[src/rtl/ref_window_fetch_pkg.sv]
// ref_window_fetch_pkg
// Shared constants and state encoding for the reference-window fetcher.
// A window is 15x15 8-bit pixels, read as two 128-bit words per row and
// streamed as 120-bit rows.
package ref_window_fetch_pkg;

    localparam int PIX_W     = 8;
    localparam int WIN       = 15;
    localparam int WORD_PIX  = 16;
    localparam int ROW_BITS  = 120;
    localparam int WORD_BITS = 128;
    localparam int N_READS   = 2 * WIN;

    typedef enum logic [1:0] {
        ST_IDLE   = 2'd0,
        ST_FETCH  = 2'd1,
        ST_DRAIN  = 2'd2,
        ST_STREAM = 2'd3
    } state_t;

endpackage

[src/rtl/ref_window_fetch_if.sv]
// ref_window_fetch_if
// Memory read port and row-stream output of the reference-window fetcher.
//   mem_rd_en/mem_addr : read strobe and word address (fetcher -> memory)
//   mem_rd_data        : 128-bit word, valid the cycle after mem_rd_en
//   row_out/row_valid  : 120-bit row stream (fetcher -> interpolator)
//   row_last/done      : flags accompanying the final row
// master = fetcher side, slave = memory / row consumer side.
interface ref_window_fetch_if
    import ref_window_fetch_pkg::*;
#(
    parameter int ADDR_W = 20
) ();

    logic                 mem_rd_en;
    logic [ADDR_W-1:0]    mem_addr;
    logic [WORD_BITS-1:0] mem_rd_data;
    logic [ROW_BITS-1:0]  row_out;
    logic                 row_valid;
    logic                 row_last;
    logic                 done;

    modport master (
        output mem_rd_en, mem_addr, row_out, row_valid, row_last, done,
        input  mem_rd_data
    );

    modport slave (
        input  mem_rd_en, mem_addr, row_out, row_valid, row_last, done,
        output mem_rd_data
    );

endinterface

[src/rtl/ref_window_fetch_row_aligner.sv]
// ref_window_fetch_row_aligner
// Combinational byte shifter: picks 15 consecutive pixels out of two
// adjacent memory words starting at pixel offset `offset` of word0.
//   word0, word1 : lower and upper 128-bit words of one window row
//   offset       : pixel offset of the window's left edge inside word0
//   row          : 15 pixels, pixel k at [8k+7:8k]
module ref_window_fetch_row_aligner
    import ref_window_fetch_pkg::*;
(
    input  logic [WORD_BITS-1:0] word0,
    input  logic [WORD_BITS-1:0] word1,
    input  logic [3:0]           offset,
    output logic [ROW_BITS-1:0]  row
);

    logic [2*WORD_BITS-1:0] cat_s;
    logic [4:0]             src_s;

    // Byte-wise select; offset+k never exceeds 29, so the top bytes of word1 are never needed.
    always_comb begin
        cat_s = {word1, word0};
        row   = '0;
        src_s = 5'd0;
        for (int k = 0; k < WIN; k++) begin
            src_s = {1'b0, offset} + 5'(k);
            row[k*PIX_W +: PIX_W] = cat_s[src_s*PIX_W +: PIX_W];
        end
    end

endmodule

[src/rtl/ref_window_fetch.sv]
// ref_window_fetch
// Fetches a 15x15 reference window (two word reads per row, 30 reads),
// buffers the aligned rows, then streams them on 15 consecutive cycles.
// Ports:
//   clk, rst           : clock, asynchronous active-low reset
//   start              : request, sampled only while idle
//   base_addr          : word address of frame row 0, word 0
//   blk_x, blk_y       : window top-left (blk_y signed), registered at start
//   busy               : high from first read through last streamed row
//   err                : one-cycle pulse when the window leaves the frame vertically
//   bus (master)       : memory read port and row stream
// Build option: define REF_CLAMP_EN to clamp row indices into the frame
// (vertical edge replication); err then never fires.
module ref_window_fetch
    import ref_window_fetch_pkg::*;
#(
    parameter int FRAME_W = 1920,
    parameter int FRAME_H = 1080,
    parameter int ADDR_W  = 20
) (
    input  logic                clk,
    input  logic                rst,
    input  logic                start,
    input  logic [ADDR_W-1:0]   base_addr,
    input  logic [11:0]         blk_x,
    input  logic signed [12:0]  blk_y,
    output logic                busy,
    output logic                err,
    ref_window_fetch_if.master  bus
);

    localparam logic signed [13:0] Y_MAX = 14'(FRAME_H - 1);

    state_t               state_q, state_d;
    logic [4:0]           cnt_q, cnt_d;
    logic [11:0]          blk_x_q, blk_x_d;
    logic signed [12:0]   blk_y_q, blk_y_d;
    logic [ADDR_W-1:0]    base_q, base_d;
    logic                 busy_q, busy_d;
    logic                 err_q, err_d;
    logic                 mem_rd_en_q, mem_rd_en_d;
    logic [ADDR_W-1:0]    mem_addr_q, mem_addr_d;
    logic [ROW_BITS-1:0]  row_out_q, row_out_d;
    logic                 row_valid_q, row_valid_d;
    logic                 row_last_q, row_last_d;
    logic                 done_q, done_d;
    logic                 rd_vld_q, rd_vld_d;
    logic [4:0]           rd_idx_q, rd_idx_d;
    logic [WORD_BITS-1:0] word0_q, word0_d;
    logic [ROW_BITS-1:0]  buffer_q [0:WIN-1];
    logic                 buf_we_s;
    logic [3:0]           buf_row_s;
    logic [3:0]           nxt_row_s;
    logic [ROW_BITS-1:0]  aligned_s;

    // Word address of read idx (row idx>>1, half idx&1) for a given window origin.
    function automatic logic [ADDR_W-1:0] read_addr(
        input logic [ADDR_W-1:0]  base,
        input logic [11:0]        bx,
        input logic signed [12:0] by,
        input logic [4:0]         idx
    );
        logic signed [13:0] y;
        logic [ADDR_W-1:0]  row;
        y = $signed({by[12], by}) + $signed({10'd0, idx[4:1]});
`ifdef REF_CLAMP_EN
        if (y < 14'sd0) begin
            y = 14'sd0;
        end else if (y > Y_MAX) begin
            y = Y_MAX;
        end else begin
            y = y;
        end
`endif
        // Negative rows wrap modulo the address space when not clamped.
        row = {{(ADDR_W-14){y[13]}}, y};
        return base + row * ADDR_W'(FRAME_W / WORD_PIX) + ADDR_W'(bx[11:4]) + ADDR_W'(idx[0]);
    endfunction

`ifndef REF_CLAMP_EN
    // True when any of the 15 window rows falls outside the frame.
    function automatic logic range_err(input logic signed [12:0] by);
        logic signed [13:0] y_last;
        y_last = $signed({by[12], by}) + 14'sd14;
        return by[12] | (y_last > Y_MAX);
    endfunction
`endif

    ref_window_fetch_row_aligner u_aligner (
        .word0  (word0_q),
        .word1  (bus.mem_rd_data),
        .offset (blk_x_q[3:0]),
        .row    (aligned_s)
    );

    // Read-data capture: even reads hold the low word, odd reads complete a row.
    always_comb begin
        rd_vld_d  = mem_rd_en_q;
        rd_idx_d  = cnt_q;
        buf_we_s  = rd_vld_q & rd_idx_q[0];
        buf_row_s = rd_idx_q[4:1];
        if (rd_vld_q && !rd_idx_q[0]) begin
            word0_d = bus.mem_rd_data;
        end else begin
            word0_d = word0_q;
        end
    end

    // FSM next state and next values of all registered outputs.
    always_comb begin
        state_d     = state_q;
        cnt_d       = cnt_q;
        blk_x_d     = blk_x_q;
        blk_y_d     = blk_y_q;
        base_d      = base_q;
        busy_d      = busy_q;
        err_d       = 1'b0;
        mem_rd_en_d = 1'b0;
        mem_addr_d  = mem_addr_q;
        row_out_d   = row_out_q;
        row_valid_d = 1'b0;
        row_last_d  = 1'b0;
        done_d      = 1'b0;
        nxt_row_s   = cnt_q[3:0] + 4'd1;
        case (state_q)
            ST_IDLE: begin
                if (start) begin
                    state_d     = ST_FETCH;
                    cnt_d       = 5'd0;
                    blk_x_d     = blk_x;
                    blk_y_d     = blk_y;
                    base_d      = base_addr;
                    busy_d      = 1'b1;
                    mem_rd_en_d = 1'b1;
                    mem_addr_d  = read_addr(base_addr, blk_x, blk_y, 5'd0);
`ifdef REF_CLAMP_EN
                    err_d       = 1'b0;
`else
                    err_d       = range_err(blk_y);
`endif
                end else begin
                    busy_d = 1'b0;
                end
            end
            ST_FETCH: begin
                if (cnt_q == 5'(N_READS - 1)) begin
                    state_d = ST_DRAIN;
                end else begin
                    cnt_d       = cnt_q + 5'd1;
                    mem_rd_en_d = 1'b1;
                    mem_addr_d  = read_addr(base_q, blk_x_q, blk_y_q, cnt_q + 5'd1);
                end
            end
            ST_DRAIN: begin
                // Row 14 lands in the buffer at the end of this cycle; row 0 is long ready.
                state_d     = ST_STREAM;
                cnt_d       = 5'd0;
                row_valid_d = 1'b1;
                row_out_d   = buffer_q[0];
            end
            ST_STREAM: begin
                if (cnt_q == 5'(WIN - 1)) begin
                    state_d = ST_IDLE;
                    cnt_d   = 5'd0;
                    busy_d  = 1'b0;
                end else begin
                    cnt_d       = cnt_q + 5'd1;
                    row_valid_d = 1'b1;
                    row_out_d   = buffer_q[nxt_row_s];
                    row_last_d  = (nxt_row_s == 4'(WIN - 1));
                    done_d      = (nxt_row_s == 4'(WIN - 1));
                end
            end
            default: begin
                state_d = ST_IDLE;
                cnt_d   = 5'd0;
                busy_d  = 1'b0;
            end
        endcase
    end

    // State, control and output registers with asynchronous reset.
    always_ff @(posedge clk or negedge rst) begin
        if (!rst) begin
            state_q     <= ST_IDLE;
            cnt_q       <= 5'd0;
            blk_x_q     <= 12'd0;
            blk_y_q     <= 13'sd0;
            base_q      <= '0;
            busy_q      <= 1'b0;
            err_q       <= 1'b0;
            mem_rd_en_q <= 1'b0;
            mem_addr_q  <= '0;
            row_out_q   <= '0;
            row_valid_q <= 1'b0;
            row_last_q  <= 1'b0;
            done_q      <= 1'b0;
            rd_vld_q    <= 1'b0;
            rd_idx_q    <= 5'd0;
            word0_q     <= '0;
        end else begin
            state_q     <= state_d;
            cnt_q       <= cnt_d;
            blk_x_q     <= blk_x_d;
            blk_y_q     <= blk_y_d;
            base_q      <= base_d;
            busy_q      <= busy_d;
            err_q       <= err_d;
            mem_rd_en_q <= mem_rd_en_d;
            mem_addr_q  <= mem_addr_d;
            row_out_q   <= row_out_d;
            row_valid_q <= row_valid_d;
            row_last_q  <= row_last_d;
            done_q      <= done_d;
            rd_vld_q    <= rd_vld_d;
            rd_idx_q    <= rd_idx_d;
            word0_q     <= word0_d;
        end
    end

    // Row buffer; contents are don't-care after reset, so it carries no reset.
    always_ff @(posedge clk) begin
        if (buf_we_s) begin
            buffer_q[buf_row_s] <= aligned_s;
        end
    end

    assign busy          = busy_q;
    assign err           = err_q;
    assign bus.mem_rd_en = mem_rd_en_q;
    assign bus.mem_addr  = mem_addr_q;
    assign bus.row_out   = row_out_q;
    assign bus.row_valid = row_valid_q;
    assign bus.row_last  = row_last_q;
    assign bus.done      = done_q;

endmodule

[src/flat_wrapper.sv]
// flat-port wrapper written by rule: the top's interface ports become plain ports
module ref_window_fetch_flat import ref_window_fetch_pkg::*;
#(
    parameter int FRAME_W = 1920,
    parameter int FRAME_H = 1080,
    parameter int ADDR_W  = 20
)
  (clk, rst, start, base_addr, blk_x, blk_y, busy, err, bus_mem_rd_en, bus_mem_addr, bus_row_out, bus_row_valid, bus_row_last, bus_done, bus_mem_rd_data);
  ref_window_fetch_if #(.ADDR_W(ADDR_W)) bus_i ();
  input  logic clk;
  input  logic rst;
  input  logic start;
  input  logic [ADDR_W-1:0] base_addr;
  input  logic [11:0] blk_x;
  input  logic signed [12:0] blk_y;
  output logic busy;
  output logic err;
  output wire logic [$bits(bus_i.mem_rd_en)-1:0] bus_mem_rd_en;
  output wire logic [$bits(bus_i.mem_addr)-1:0] bus_mem_addr;
  output wire logic [$bits(bus_i.row_out)-1:0] bus_row_out;
  output wire logic [$bits(bus_i.row_valid)-1:0] bus_row_valid;
  output wire logic [$bits(bus_i.row_last)-1:0] bus_row_last;
  output wire logic [$bits(bus_i.done)-1:0] bus_done;
  input wire logic [$bits(bus_i.mem_rd_data)-1:0] bus_mem_rd_data;
  assign bus_mem_rd_en = bus_i.mem_rd_en;
  assign bus_mem_addr = bus_i.mem_addr;
  assign bus_row_out = bus_i.row_out;
  assign bus_row_valid = bus_i.row_valid;
  assign bus_row_last = bus_i.row_last;
  assign bus_done = bus_i.done;
  assign bus_i.mem_rd_data = bus_mem_rd_data;
  ref_window_fetch #(.FRAME_W(FRAME_W), .FRAME_H(FRAME_H), .ADDR_W(ADDR_W)) u_core (.clk(clk), .rst(rst), .start(start), .base_addr(base_addr), .blk_x(blk_x), .blk_y(blk_y), .busy(busy), .err(err), .bus(bus_i));
endmodule
[config.mk]
export PLATFORM = sky130hd
export DESIGN_NAME = ref_window_fetch_flat
export DESIGN_NICKNAME = d
export VERILOG_FILES = /design/src/rtl/ref_window_fetch_pkg.sv /design/src/rtl/ref_window_fetch_if.sv /design/src/rtl/ref_window_fetch_row_aligner.sv /design/src/rtl/ref_window_fetch.sv /design/src/flat_wrapper.sv
export SDC_FILE = /design/constraint.sdc
export NUM_CORES = 2
export LEC_CHECK = 0
export BUFFER_PORTS_ARGS = -buffer_cell sky130_fd_sc_hd__buf_2
export CAP_MARGIN = 0
export CORE_MARGIN = 2
export CORE_UTILIZATION = 62
export CTS_CLUSTER_DIAMETER = 150
export DETAILED_ROUTE_END_ITERATION = 12
export PLACE_DENSITY = 0.8
export SYNTH_ARGS = -nofsm -noshare
export SYNTH_HDL_FRONTEND = slang
export SYNTH_SLANG_ARGS = --single-unit
[constraint.sdc]
create_clock -name clk -period 10.6 [get_ports clk]
set_input_delay 1.59 -clock clk [delete_from_list [all_inputs] [get_ports clk]]
set_output_delay 1.59 -clock clk [all_outputs]
set_load 0.03 [all_outputs]
==> run metrics <==
run status finished clean; end of the worst register-to-register path u_core.bus.mem_addr[19]; number of iterations in the first detailed-routing pass 8; register area roughly 62000 µm²; async set-or-reset flop fraction in the synthesized netlist 15.5%; # port buffers roughly 320; fraction of layout instances using a drive strength above 1 a little over a quarter; GR met2 Demand/Resource roughly 52%; total non-filler cell area in the finished layout roughly 110000 µm²; most frequent standard cell in the layout excluding fill and tap cells edfxtp_1; headroom to the max-slew limit 8.44%; gr usage total 32.9%; synthesized net count between 5000 and 6000; standard cell with the maximum stage delay on the critical path ha_4; Largest stage delay, worst path 0.93 ns; Final Routed Wirelength between 200 and 300 mm; unique cell type count in the Yosys netlist slightly above 70; initial DRC count 7520; residual antenna-violating net count after detailed routing 0; Final nets 6200; I/O pin total 322; Post-DP Area 98600 µm²; global-route track usage on met1 a little under half; number of failing setup endpoints in the final timing report 0; type of the worst setup path flop to flop; share of the core filled with cells in the final layout 69.4%; Core Region around 150000 µm²; total negative slack for setup checks 0 ns; final critical path time including I/O delays and setup 8.48 ns; Worst Hold Path Cells 2; largest net degree at the start of global routing around 170; die span in x roughly 390 µm; residual DRC count 0; VDD IR max approximately 0.00021 V; via/cell ratio about 6.7; number of global-route vias before repair approximately 54000; synthesized area divided by synthesized cell count 17.1 µm²; clock latency reported for the late side of the worst-skew pair between 0.8 and 0.9 ns; static leakage 36.7 nW; wire length of the first global-routing pass 370 mm; CTS-repair resized insts 0; maximum root-to-sink buffer count 3; worst r2r src u_core.cnt_q[0]; area used by multi-input combinational logic about 31000 µm²; Period Utilization, post-route between 80% and 90%; Max Slew Vio Count 0; vias ~54000; grt peak-use layer met2; CP arrival 9.21 ns; buffer count from post-CTS setup fixing 0; Synth Warn # 0; critical path required time 11.33 ns; hold-critical path endpoint u_core.bus.row_out[6]; number of enable flip-flop cells after synthesis between 1500 and 2000; maximum clock frequency between 0.1 and 0.15 GHz; fillcell total roughly 9600; power per cell area 212 nW/µm²; Worst setup EP type flop; weighted congestion at the end of routability-driven global placement 0.913; effective utilization at floorplan a little over 60%; final hold violations 0; synthesized area 94600 µm²; number of instances in the synthesized netlist 5527; area growth from synthesis to final layout 11.3%; commonest cells after routing, fill and taps aside 1800 x edfxtp_1, 563 x mux4_2, 493 x mux2i_1; antenna violations before repair 58; path depth of the worst reg2reg path 32; hold_ws 0.475 ns; Setup WS pre-CTS 2.21 ns; CTS Hold Bufs 0; final worst clock skew 0.0606 ns; CTS root buffer clkbuf_16; register-to-register setup slack around 2.1 ns; post-detailed-route wirelength per cell around 31 µm; clock tree from TritonCTS built; register bit count reported by yosys around 2100; met3 demand-to-capacity share in global routing 8.47%; clock-pin slew on the worst setup and hold paths 0.06 ns; peak fanout along the critical path 70; row cnt roughly 140; slew of the pin with the lowest slew margin about 1.4 ns; setup repair after global routing missed its margin no; dpl hpwl 146 mm; H-Tree Level Count 4; overall overflow remaining after global route 0; Top FF cell, synth edfxtp_1; CTS buffer count between 200 and 250; Total Die Area 156000 µm²; Worst Slack Setup Final ~2.1 ns; Clock Sink Count 2131; Worst Hold Class flop to flop; Die Span Y 395 µm; CP Launch Type flop; max-cap viol count 0; sequential share of the synthesized area ~66%; critical hold path startpoint u_core.bus.row_out[6]
-- through the flow --
stage          total power [W]  std cells
2_1_floorplan           0.0137       5527
3_5_place_dp            0.0152       7658
3_3_place_gp            0.0150       7658
4_1_cts                 0.0223       8045
5_1_grt                 0.0231       8055
6_report                0.0223       8073
-- cell usage after synthesis, types with 8 or more instances --
cell type / number / area, µm²
o21bai_1: 10 / 75.1
fa_1: 56 / 1120
clkbuf_1: 187 / 702
nand2b_1: 12 / 75.1
nand3_1: 16 / 80.1
a31oi_1: 9 / 56.3
mux2_2: 233 / 2620
nor3_1: 26 / 130
nor2b_1: 25 / 156
xor2_1: 25 / 219
buf_2: 96 / 480
o21ai_0: 269 / 1350
nor2_1: 271 / 1020
xnor2_1: 56 / 490
o21a_1: 13 / 97.6
or2_2: 8 / 50.1
o21ai_1: 18 / 90.1
mux4_2: 563 / 12700
mux2i_1: 493 / 4930
inv_1: 107 / 402
a211oi_1: 28 / 210
dfrtp_1: 331 / 8280
nand2_1: 301 / 1130
a21o_1: 16 / 120
buf_1: 39 / 146
a21oi_1: 289 / 1450
edfxtp_1: 1800 / 54100
ha_1: 131 / 1640
-- kinds of logic (layout without fill, tap and decap cells) --
kind of cell             after synthesis  after routing  synth area share [%]
AO/OA/AOI/OAI                        708            708                  4.17
XOR/XNOR                              81             81                 0.750
adder cells (fa/ha/maj)              187            187                  2.92
buffers and inverters                437            926                  1.88
flip-flops                          2131           2131                  65.9
multiplexers                        1289           1289                  21.4
other                                  0             27                     0
AND/OR/NAND/NOR                      694            694                  3.04
-- final cells by class --
cell class	instances	area share [%]
sequential	2131	59.2
multi-input combinational	2959	29.1
clock buffer	287	5.32
timing repair buffer	429	2.51
tap	2030	2.41
clock inverter	100	0.953
inverter	110	0.409
antenna	27	0.0641
-- flip-flops by register name (all words and copies together), names as in the netlist --
register              cells
u_core.base_q            20
u_core.blk_x_q           12
u_core.blk_y_q           13
u_core.buffer_q        1800
u_core.bus.mem_addr      20
u_core.bus.mem_rd_en      1
u_core.bus.row_last       1
u_core.bus.row_out      120
u_core.bus.row_valid      1
u_core.busy               1
u_core.cnt_q              5
u_core.err                1
u_core.rd_idx_q           5
u_core.rd_vld_q           1
u_core.state_q            2
u_core.word0_q          128
-- metal layers --
metal	wire length [µm]	vias up
li1	-	22400
met1	94300	28100
met2	121000	3380
met3	29800	505
met4	8370	52
met5	399	-
-- worst max path at each step --
stage,start,end,slack (ns),cells past startpoint
floorplan,u_core.rd_idx_q[4],u_core.buffer_q[0][0],0.93,2
global placement,u_core.cnt_q[0],u_core.bus.mem_addr[19],2.27,33
detailed placement,u_core.cnt_q[0],u_core.bus.mem_addr[19],2.21,33
CTS,u_core.cnt_q[0],u_core.bus.mem_addr[19],2.14,33
global route,u_core.cnt_q[0],u_core.bus.mem_addr[19],1.44,32
finish,u_core.cnt_q[0],u_core.bus.mem_addr[19],2.12,32
-- report_power, final --
group / internal, W / switching (W) / leakage (nW) / total [W]
Clock: 0.00401 / 0.00319 / 3.19 / 0.00720
Sequential: 0.00973 / 0.000135 / 20.1 / 0.00986
Combinational: 0.00208 / 0.00318 / 13.4 / 0.00527
Total: 0.0158 / 0.00651 / 36.7 / 0.0223
-- worst max-delay path: cells and delay by family (launching register included) --
kind	cells	cell delay, ns
flip-flops	1	0.92
AND/OR/NAND/NOR	6	0.95
adder cells (fa/ha/maj)	8	3.13
AO/OA/AOI/OAI	8	1.71
buffers and inverters	5	0.63
XOR/XNOR	5	0.99
(Power assumes the default switching activity.)
